==> src/rtl/risc_toy_pkg.sv <==
// Shared definitions for the RISC_TOY core: default widths, opcodes and
// the fetch-unit FSM encoding.
package risc_toy_pkg;

  localparam int unsigned RT_AW = 30;
  localparam int unsigned RT_DW = 32;

  localparam logic [4:0] OP_ADDI = 5'd0;
  localparam logic [4:0] OP_ANDI = 5'd1;
  localparam logic [4:0] OP_ORI  = 5'd2;
  localparam logic [4:0] OP_MOVI = 5'd3;
  localparam logic [4:0] OP_ADD  = 5'd4;
  localparam logic [4:0] OP_SUB  = 5'd5;
  localparam logic [4:0] OP_NEG  = 5'd6;
  localparam logic [4:0] OP_NOT  = 5'd7;
  localparam logic [4:0] OP_AND  = 5'd8;
  localparam logic [4:0] OP_OR   = 5'd9;
  localparam logic [4:0] OP_XOR  = 5'd10;
  localparam logic [4:0] OP_LSR  = 5'd11;
  localparam logic [4:0] OP_ASR  = 5'd12;
  localparam logic [4:0] OP_SHL  = 5'd13;
  localparam logic [4:0] OP_ROR  = 5'd14;
  localparam logic [4:0] OP_BR   = 5'd15;
  localparam logic [4:0] OP_BRL  = 5'd16;
  localparam logic [4:0] OP_J    = 5'd17;
  localparam logic [4:0] OP_JL   = 5'd18;
  localparam logic [4:0] OP_LD   = 5'd19;
  localparam logic [4:0] OP_ST   = 5'd20;
  localparam logic [4:0] OP_LDR  = 5'd21;
  localparam logic [4:0] OP_STR  = 5'd22;

  typedef enum logic [1:0] {
    ST_IDLE  = 2'd0,
    ST_FETCH = 2'd1,
    ST_FLUSH = 2'd2
  } fetch_state_e;

endpackage

==> src/rtl/risc_toy_sync_fifo.sv <==
// Synchronous FIFO with a clear input; head data reads as zero when empty.
module risc_toy_sync_fifo #(
  parameter int unsigned WIDTH = 62,
  parameter int unsigned DEPTH = 4
) (
  input  logic                       clk_i,
  input  logic                       rstn_i,
  input  logic                       clr_i,
  input  logic                       push_i,
  input  logic                       pop_i,
  input  logic [WIDTH-1:0]           data_i,
  output logic [WIDTH-1:0]           data_o,
  output logic                       empty_o,
  output logic [$clog2(DEPTH):0]     count_o
);

  localparam int unsigned PW = $clog2(DEPTH);

  logic [WIDTH-1:0] mem_q [DEPTH];
  logic [PW-1:0]    wr_q;
  logic [PW-1:0]    rd_q;
  logic [PW:0]      cnt_q;
  logic             full;
  logic             do_push;
  logic             do_pop;

  assign full    = (cnt_q == (PW+1)'(DEPTH));
  assign empty_o = (cnt_q == '0);
  assign count_o = cnt_q;
  assign do_push = push_i & ~full;
  assign do_pop  = pop_i & ~empty_o;
  assign data_o  = empty_o ? '0 : mem_q[rd_q];

  // Pointer and occupancy bookkeeping; clear wins over push and pop.
  always_ff @(posedge clk_i) begin
    if (!rstn_i || clr_i) begin
      wr_q  <= '0;
      rd_q  <= '0;
      cnt_q <= '0;
    end else begin
      if (do_push) wr_q <= wr_q + PW'(1);
      if (do_pop)  rd_q <= rd_q + PW'(1);
      cnt_q <= cnt_q + (PW+1)'(do_push) - (PW+1)'(do_pop);
    end
  end

  // Storage array; contents beyond the occupied range are don't-care.
  always_ff @(posedge clk_i) begin
    if (do_push && !clr_i) mem_q[wr_q] <= data_i;
  end

endmodule

==> src/rtl/risc_toy_fetch_queue.sv <==
// Instruction-fetch front end: owns the PC, issues one word per cycle to a
// fixed-latency memory, buffers responses and hands them to decode.
module risc_toy_fetch_queue
  import risc_toy_pkg::*;
#(
  parameter int unsigned   AW       = RT_AW,
  parameter int unsigned   DW       = RT_DW,
  parameter int unsigned   DEPTH    = 4,
  parameter int unsigned   IMEM_LAT = 1,
  parameter logic [AW-1:0] RESET_PC = '0
) (
  input  logic          CLK,
  input  logic          RSTN,
  output logic          IREQ,
  output logic [AW-1:0] IADDR,
  input  logic [DW-1:0] INSTR,
  input  logic          REDIR,
  input  logic [AW-1:0] REDIR_ADDR,
  output logic          OUT_VALID,
  input  logic          OUT_READY,
  output logic [DW-1:0] OUT_INSTR,
  output logic [AW-1:0] OUT_PC
);

  localparam int unsigned CW = $clog2(DEPTH) + 1;
  localparam int unsigned LW = $clog2(IMEM_LAT + 1);

  fetch_state_e         state_q, state_d;
  logic [AW-1:0]        pc_q, pc_d;
  logic [IMEM_LAT-1:0]  slot_v_q, slot_v_d;
  logic [AW-1:0]        slot_pc_q [IMEM_LAT];
  logic [LW-1:0]        inflight_count;
  logic [CW-1:0]        fifo_count;
  logic [CW:0]          outstanding;
  logic                 fifo_empty;
  logic                 fifo_push;
  logic                 fifo_pop;
  logic [AW+DW-1:0]     fifo_head;

  // FSM state register.
  always_ff @(posedge CLK) begin
    if (!RSTN) state_q <= ST_IDLE;
    else       state_q <= state_d;
  end

  // FSM next state; a redirect from any state takes one flush cycle.
  always_comb begin
    state_d = state_q;
    case (state_q)
      ST_IDLE:  state_d = ST_FETCH;
      ST_FETCH: state_d = ST_FETCH;
      ST_FLUSH: state_d = ST_FETCH;
      default:  state_d = ST_IDLE;
    endcase
    if (REDIR) state_d = ST_FLUSH;
  end

  // FSM output: issue only while the buffered plus in-flight words leave room.
  always_comb begin
    outstanding = {1'b0, fifo_count} + (CW+1)'(inflight_count);
    IREQ        = (state_q == ST_FETCH) && (outstanding < (CW+1)'(DEPTH));
  end

  // PC next value: redirect target, else advance on issue (wraps naturally).
  always_comb begin
    pc_d = pc_q;
    if (REDIR)     pc_d = REDIR_ADDR;
    else if (IREQ) pc_d = pc_q + AW'(1);
  end

  // PC register.
  always_ff @(posedge CLK) begin
    if (!RSTN) pc_q <= RESET_PC;
    else       pc_q <= pc_d;
  end

  assign IADDR = pc_q;

  // In-flight valid shift; a redirect squashes everything still in the memory.
  always_comb begin
    slot_v_d    = slot_v_q;
    slot_v_d[0] = IREQ;
    for (int unsigned i = 1; i < IMEM_LAT; i++) slot_v_d[i] = slot_v_q[i-1];
    if (REDIR) slot_v_d = '0;
  end

  // In-flight valid register.
  always_ff @(posedge CLK) begin
    if (!RSTN) slot_v_q <= '0;
    else       slot_v_q <= slot_v_d;
  end

  // In-flight address shift; data only, qualified by the valid bits.
  always_ff @(posedge CLK) begin
    slot_pc_q[0] <= IADDR;
    for (int unsigned i = 1; i < IMEM_LAT; i++) slot_pc_q[i] <= slot_pc_q[i-1];
  end

  // Number of requests awaiting a memory response.
  always_comb begin
    inflight_count = '0;
    for (int unsigned i = 0; i < IMEM_LAT; i++)
      inflight_count = inflight_count + LW'(slot_v_q[i]);
  end

  assign fifo_push = slot_v_q[IMEM_LAT-1] & ~REDIR;
  assign fifo_pop  = OUT_VALID & OUT_READY;

  risc_toy_sync_fifo #(
    .WIDTH (AW + DW),
    .DEPTH (DEPTH)
  ) u_fifo (
    .clk_i   (CLK),
    .rstn_i  (RSTN),
    .clr_i   (REDIR),
    .push_i  (fifo_push),
    .pop_i   (fifo_pop),
    .data_i  ({slot_pc_q[IMEM_LAT-1], INSTR}),
    .data_o  (fifo_head),
    .empty_o (fifo_empty),
    .count_o (fifo_count)
  );

  assign OUT_VALID = ~fifo_empty;
  assign OUT_PC    = fifo_head[DW +: AW];
  assign OUT_INSTR = fifo_head[DW-1:0];

endmodule
==> config.mk <==
export PLATFORM = sky130hd
export DESIGN_NAME = risc_toy_fetch_queue
export DESIGN_NICKNAME = d
export VERILOG_FILES = /design/src/rtl/risc_toy_pkg.sv /design/src/rtl/risc_toy_sync_fifo.sv /design/src/rtl/risc_toy_fetch_queue.sv
export SDC_FILE = /design/constraint.sdc
export NUM_CORES = 1
export LEC_CHECK = 0
export CAP_MARGIN = 20
export CORE_MARGIN = 3
export CORE_UTILIZATION = 55
export DETAILED_ROUTE_END_ITERATION = 16
export GPL_TIMING_DRIVEN = 0
export HOLD_SLACK_MARGIN = 0.02
export PLACE_DENSITY_LB_ADDON = 0.08
export SYNTH_ARGS = -nofsm -noshare
export SYNTH_HDL_FRONTEND = slang
export SYNTH_SLANG_ARGS = --single-unit
==> constraint.sdc <==
create_clock -name CLK -period 3.3 [get_ports CLK]
set_input_delay 0.66 -clock CLK [delete_from_list [all_inputs] [get_ports CLK]]
set_output_delay 0.66 -clock CLK [all_outputs]
set_load 0.05 [all_outputs]
======== After elaboration in Yosys (flattened, before gate mapping) ========
Memories as Yosys holds them, arrays and structs flattened. A register that Yosys moved wholly into a read port is not among the register bits.
Cells that the tools add are included.
cells by class
  $add $sub $neg .......................... 6
  bitwise operators ....................... 8
  order comparisons ....................... 1
  reduce and logical (&&, ||, !) cells .... 10
  equality and inequality tests ........... 3
  muxes and demuxes ....................... 9
operators with widths
  cell                   count
  $mux 62                1
  $mux 30                2
  $add 30x1->30 const B  1
  $mux 2                 3
  $add 2x1->2 const B    2
  $add 3x1->4            1
  $and 1x1->1            4
  $lt 4x3->1 const B     1
  $not 1->1              4
  $add 3x1->3            1
  $eq 3x3->1 const B     1
  $logic_not 3->1        1
  $mux 1                 3
  $reduce_or 3->1        1
  $sub 3x1->3            1
  $eq 2x1->1 const B     1
  $eq 2x2->1 const B     1
  $logic_and 1x1->1      2
  $logic_not 1->1        2
  $logic_not 2->1        1
  $reduce_bool 2->1      1
  $reduce_or 2->1        1
  $logic_or 1x1->1       1
word-level totals
  register bits ........................... 40
  bits of input ports ..................... 66
  output and inout port bits .............. 94
  memories ................................ 2
  RAM bits ................................ 278
memory list
  name          depth  bits a word  read ports  clocked after memory_dff  write ports  line                        source
  u_fifo.mem_q  4      62           1           1                         1            risc_toy_sync_fifo.sv:19    logic [WIDTH-1:0] mem_q [DEPTH];
  slot_pc_q     1      30           1           0                         1            risc_toy_fetch_queue.sv:31  logic [AW-1:0] slot_pc_q [IMEM_LAT];

======== Logic depth before layout (Yosys ltp) ========
  depth in word-level cells ............... 6
  mapped depth ............................ 10

======== Hierarchy ========
A second synthesis with hierarchy kept.
unflattened totals
  cell total of the unflattened synthesis .. 716
  area, all modules ....................... 12,438.2 um^2
modules (own cells, without submodules)
  module                area each (um^2)  cells an instance  instances
  risc_toy_sync_fifo    9,933.3           445                1
  risc_toy_fetch_queue  2,504.9           271                1

======== Worst setup path before layout ========
No wires, ideal clock.
  path kind ............................... input-to-reg
  start ................................... input REDIR
  end ..................................... memory u_fifo.mem_q[0][0] (enable)
  path buffers ............................ 0
  required time ........................... 2.873 ns
  setup slack ............................. 0.526 ns
  arrival time ............................ 2.348 ns
  stages .................................. 2
  path through ............................ nor2_1 > and2_1
between the ends
  cells in the longest elaborated chain, start to end .. 6
  elaborated cells on any way between the ends .. 7
RTL lines
  what                              line                         source
  start, declared                   risc_toy_fetch_queue.sv:17   input logic REDIR,
  $not 1->1                         risc_toy_fetch_queue.sv:106  assign fifo_push = slot_v_q[IMEM_LAT-1] & ~REDIR;
  $and 1x1->1                       risc_toy_fetch_queue.sv:106
  $and 1x1->1                       risc_toy_sync_fifo.sv:30     assign do_push = push_i & ~full;
  $logic_and 1x1->1 (*)             risc_toy_sync_fifo.sv:49     if (do_push && !clr_i) mem_q[wr_q] <= data_i;
  $mux 1 (*)                        risc_toy_sync_fifo.sv:49
  $mux 1 (not written as such) (*)  risc_toy_sync_fifo.sv:49
  end, declared                     risc_toy_sync_fifo.sv:19
Every way passes the cells marked *; elsewhere a longest branch is shown, timed or not.

==> impl_metrics.csv <==
group,metric,value,unit
outcome,outcome,"finished, final reports clean",
yosys,yosysMostFrequentCell,"edfxtp_1",
yosys,synthCells,689,
routing,wl_per_cell,21.2,microns
yosys,synth_area_per_cell,17.6,sq um
placement,dp_slack,-0.0677,ns
placement,place_congestion,0.880,
power,finalPower,8.39,mW
worst_setup_path,worstSetupPathType,"reg2out",
cells_and_area,num_antenna_cells,0,
timing,relSlewSlack,49.3,%
timing,slew_viol_final,0,
worst_setup_path,critPathArrivalTime,2.50,ns
placement,port_buffers,158,
yosys,yosysTopAreaCell,"edfxtp_1",
cells_and_area,synthToLayoutAreaGrowth,24.9,%
yosys,yosys-top-cells-area,"edfxtp_1 (61%), dfxtp_1 (12%), mux4_2 (12%)",
yosys,ys_top_cells_by_count,"edfxtp_1 (248), dfxtp_1 (72), and2_1 (71)",
worst_setup_path,critPathLaunchType,"flop",
yosys,syn-num-nets,764,
clock_network,cts_sinks,320,
worst_setup_path,endpoint_kind,"output pin",
timing,tightest_slew,0.755,ns
timing,period_share,95.8,%
clock_network,clkTransAtPathRegs,0.06,ns
routing,vias,6829,
yosys,synth_cell_type_count,33,
power,p_per_area,555,nW/um^2
die,dieHeight,154,microns
timing,fin_ws,0.139,ns
power,irDropWorstVdd,0.478,mV
routing,via_per_inst,5.78,
placement,dp.final_hpwl,16300,microns
yosys,async_flop_share,0,%
die,io_pins,160,
global_route,antenna_found_initial,0,
die,die_w,154,microns
clock_network,insertion_delay,0.56,ns
timing,min_period,3.16,ns
die,num_rows,53,
die,start_util,56.7,%
routing,dr.pass1.iters,5,
worst_setup_path,critPathMaxStageDelay,0.55,ns
timing,finalSetupViolCount,0,
global_route,gr-total-overflow,0,
worst_setup_path,cpMaxStageDelayCell,"mux4_2",
routing,drtIter0Drc,419,
clock_network,tritoncts,"done",
routing,drc,0,
cells_and_area,fin_nets,956,
run,cap_violations,0,
die,core-area,21400,sq um
timing,rsz0062_at_grt,"false",
power,p_leak,5.21,nW
clock_network,ctsRootBufferMaster,"clkbuf_16",
timing,worst_clock_skew,0.0248,ns
yosys,synth_ff_type,"edfxtp_1",
yosys,yosysTopAreaCellShare,61.5,%
timing,fmax,0.316,GHz
timing,hold_viol,0,
routing,ant_nets,0,
clock_network,holdBufCountCts,0,
worst_setup_path,critical_path_buf_inv_count,2,
worst_setup_path,cpLargestDelayFamily,"buffers and inverters",
worst_setup_path,worstPathCellList,"buf_4, mux4_2, and2_1, dlygate4sd2_1",
yosys,synth_edf_count,248,
cells_and_area,drive_gt1_share,15.7,%
global_route,grt_pass1_vias,7248,
clock_network,cts_made_buffers,31,
global_route,grt_max_degree,50,
die,die_area,23800,sq um
yosys,syn-cell-area,12100,sq um
hold_path,hold_path.class,"reg2reg",
worst_setup_path,required,2.64,ns
yosys,synth_warnings,0,
global_route,track_usage,21.4,%
routing,drt-total-wl,25100,microns
clock_network,htreeDepth,1,
global_route,grt_pass1_wl,40100,microns
worst_setup_path,worst-path-max-fanout,10,
clock_network,cts_buffer_depth,3,
clock_network,post_cts_buffers,0,
yosys,ys_seq_area_share,73.4,%
timing,fin_tns_setup,0,ns
yosys,ys_ff_latch,320,
[metrics by stage]
| stage | instances | hold WS [ns] | utilization, % | instance area [sq um] |
|---|---|---|---|---|
| 5_1_grt | 1181 | 0.427 | 70.8 | 15100 |
| 2_1_floorplan | 689 | 0.416 | - | 12100 |
| 4_1_cts | 1181 | 0.422 | 70.9 | 15100 |
| 3_5_place_dp | 1126 | 0.412 | 66.3 | 14200 |
| 3_3_place_gp | 1122 | 0.398 | 65.7 | 14000 |
| 6_report | 1181 | 0.422 | 70.8 | 15100 |
[cells by family after synthesis]
kind of cell	synth area share [%]
AND/OR/NAND/NOR	7.78
adder cells (fa/ha/maj)	0.992
multiplexers	11.6
AO/OA/AOI/OAI	2.80
buffers and inverters	1.63
flip-flops	73.4
XOR/XNOR	1.81
[where the power goes]
| group | total [mW] | switching (mW) | internal, mW |
|---|---|---|---|
| sequential | 4.48 | 0.0764 | 4.40 |
| clock | 3.49 | 1.45 | 2.04 |
| combinational | 0.422 | 0.251 | 0.170 |
[registers in the layout (all words and copies together) (netlist names), named ones only]
| name | flops |
|---|---|
| slot_v_q | 1 |
| slot_pc_q | 30 |
| u_fifo.wr_q | 2 |
| state_q | 2 |
| u_fifo.mem_q | 248 |
| u_fifo.rd_q | 2 |
| IADDR | 30 |
| u_fifo.count_o | 3 |
[layer usage]
metal | vias up | share of wire, % | GRT usage, %
met5 | - | 0 | 0
met2 | 278 | 51 | 37.0
met4 | 0 | 1.7 | 5.09
li1 | 3076 | - | -
met1 | 3439 | 40 | 28.7
met3 | 36 | 6.7 | 3.75
[cells in the final DEF, fill, tap and decap left out, types with 11 or more instances in the layout]
cell type        Yosys  routed
clkbuf_16            0      33
edfxtp_1           248     248
nor4_1              12      12
and2_1              71      67
dfxtp_1             72      70
clkbuf_1            30      24
nand2_1             14      14
o21ai_0             29      29
inv_1               12      12
nand3_1             11      11
a21oi_1             18      18
mux4_2              62      62
nor3_1              13      13
xnor2_1             24      24
dlygate4sd2_1        0      60
clkdlybuf4s50_1      0      97
[cell type report]
cell class	count	area, sq um
multi-input cells	319	3040
well taps	275	344
clock inverters	17	143
fillers	1392	6220
inverters	12	45.0
plain buffers	35	166
flip-flops and latches	320	8890
clock buffers	41	886
repair buffers	162	1610
[timing repair]
action	CTS	global route
endpoints found under the hold margin	0	0
setup endpoints to repair	64	1
gates resized for setup	78	2
gates cloned	0	0
[path summary, 6_finish.rpt]
check	start	end	slack [ns]	cells after the start
setup / recovery	flop	OUT_PC[9]	0.14	4
hold / removal	IADDR[8]$_SDFFE_PN0P_	slot_pc_q[0][8]$_DFF_P_	0.42	0
setup reg to reg	u_fifo.count_o[1]$_SDFF_PP0_	IADDR[11]$_SDFFE_PN0P_	0.93	7
hold reg to reg	IADDR[8]$_SDFFE_PN0P_	slot_pc_q[0][8]$_DFF_P_	0.42	0
(Power assumes the default switching activity.)
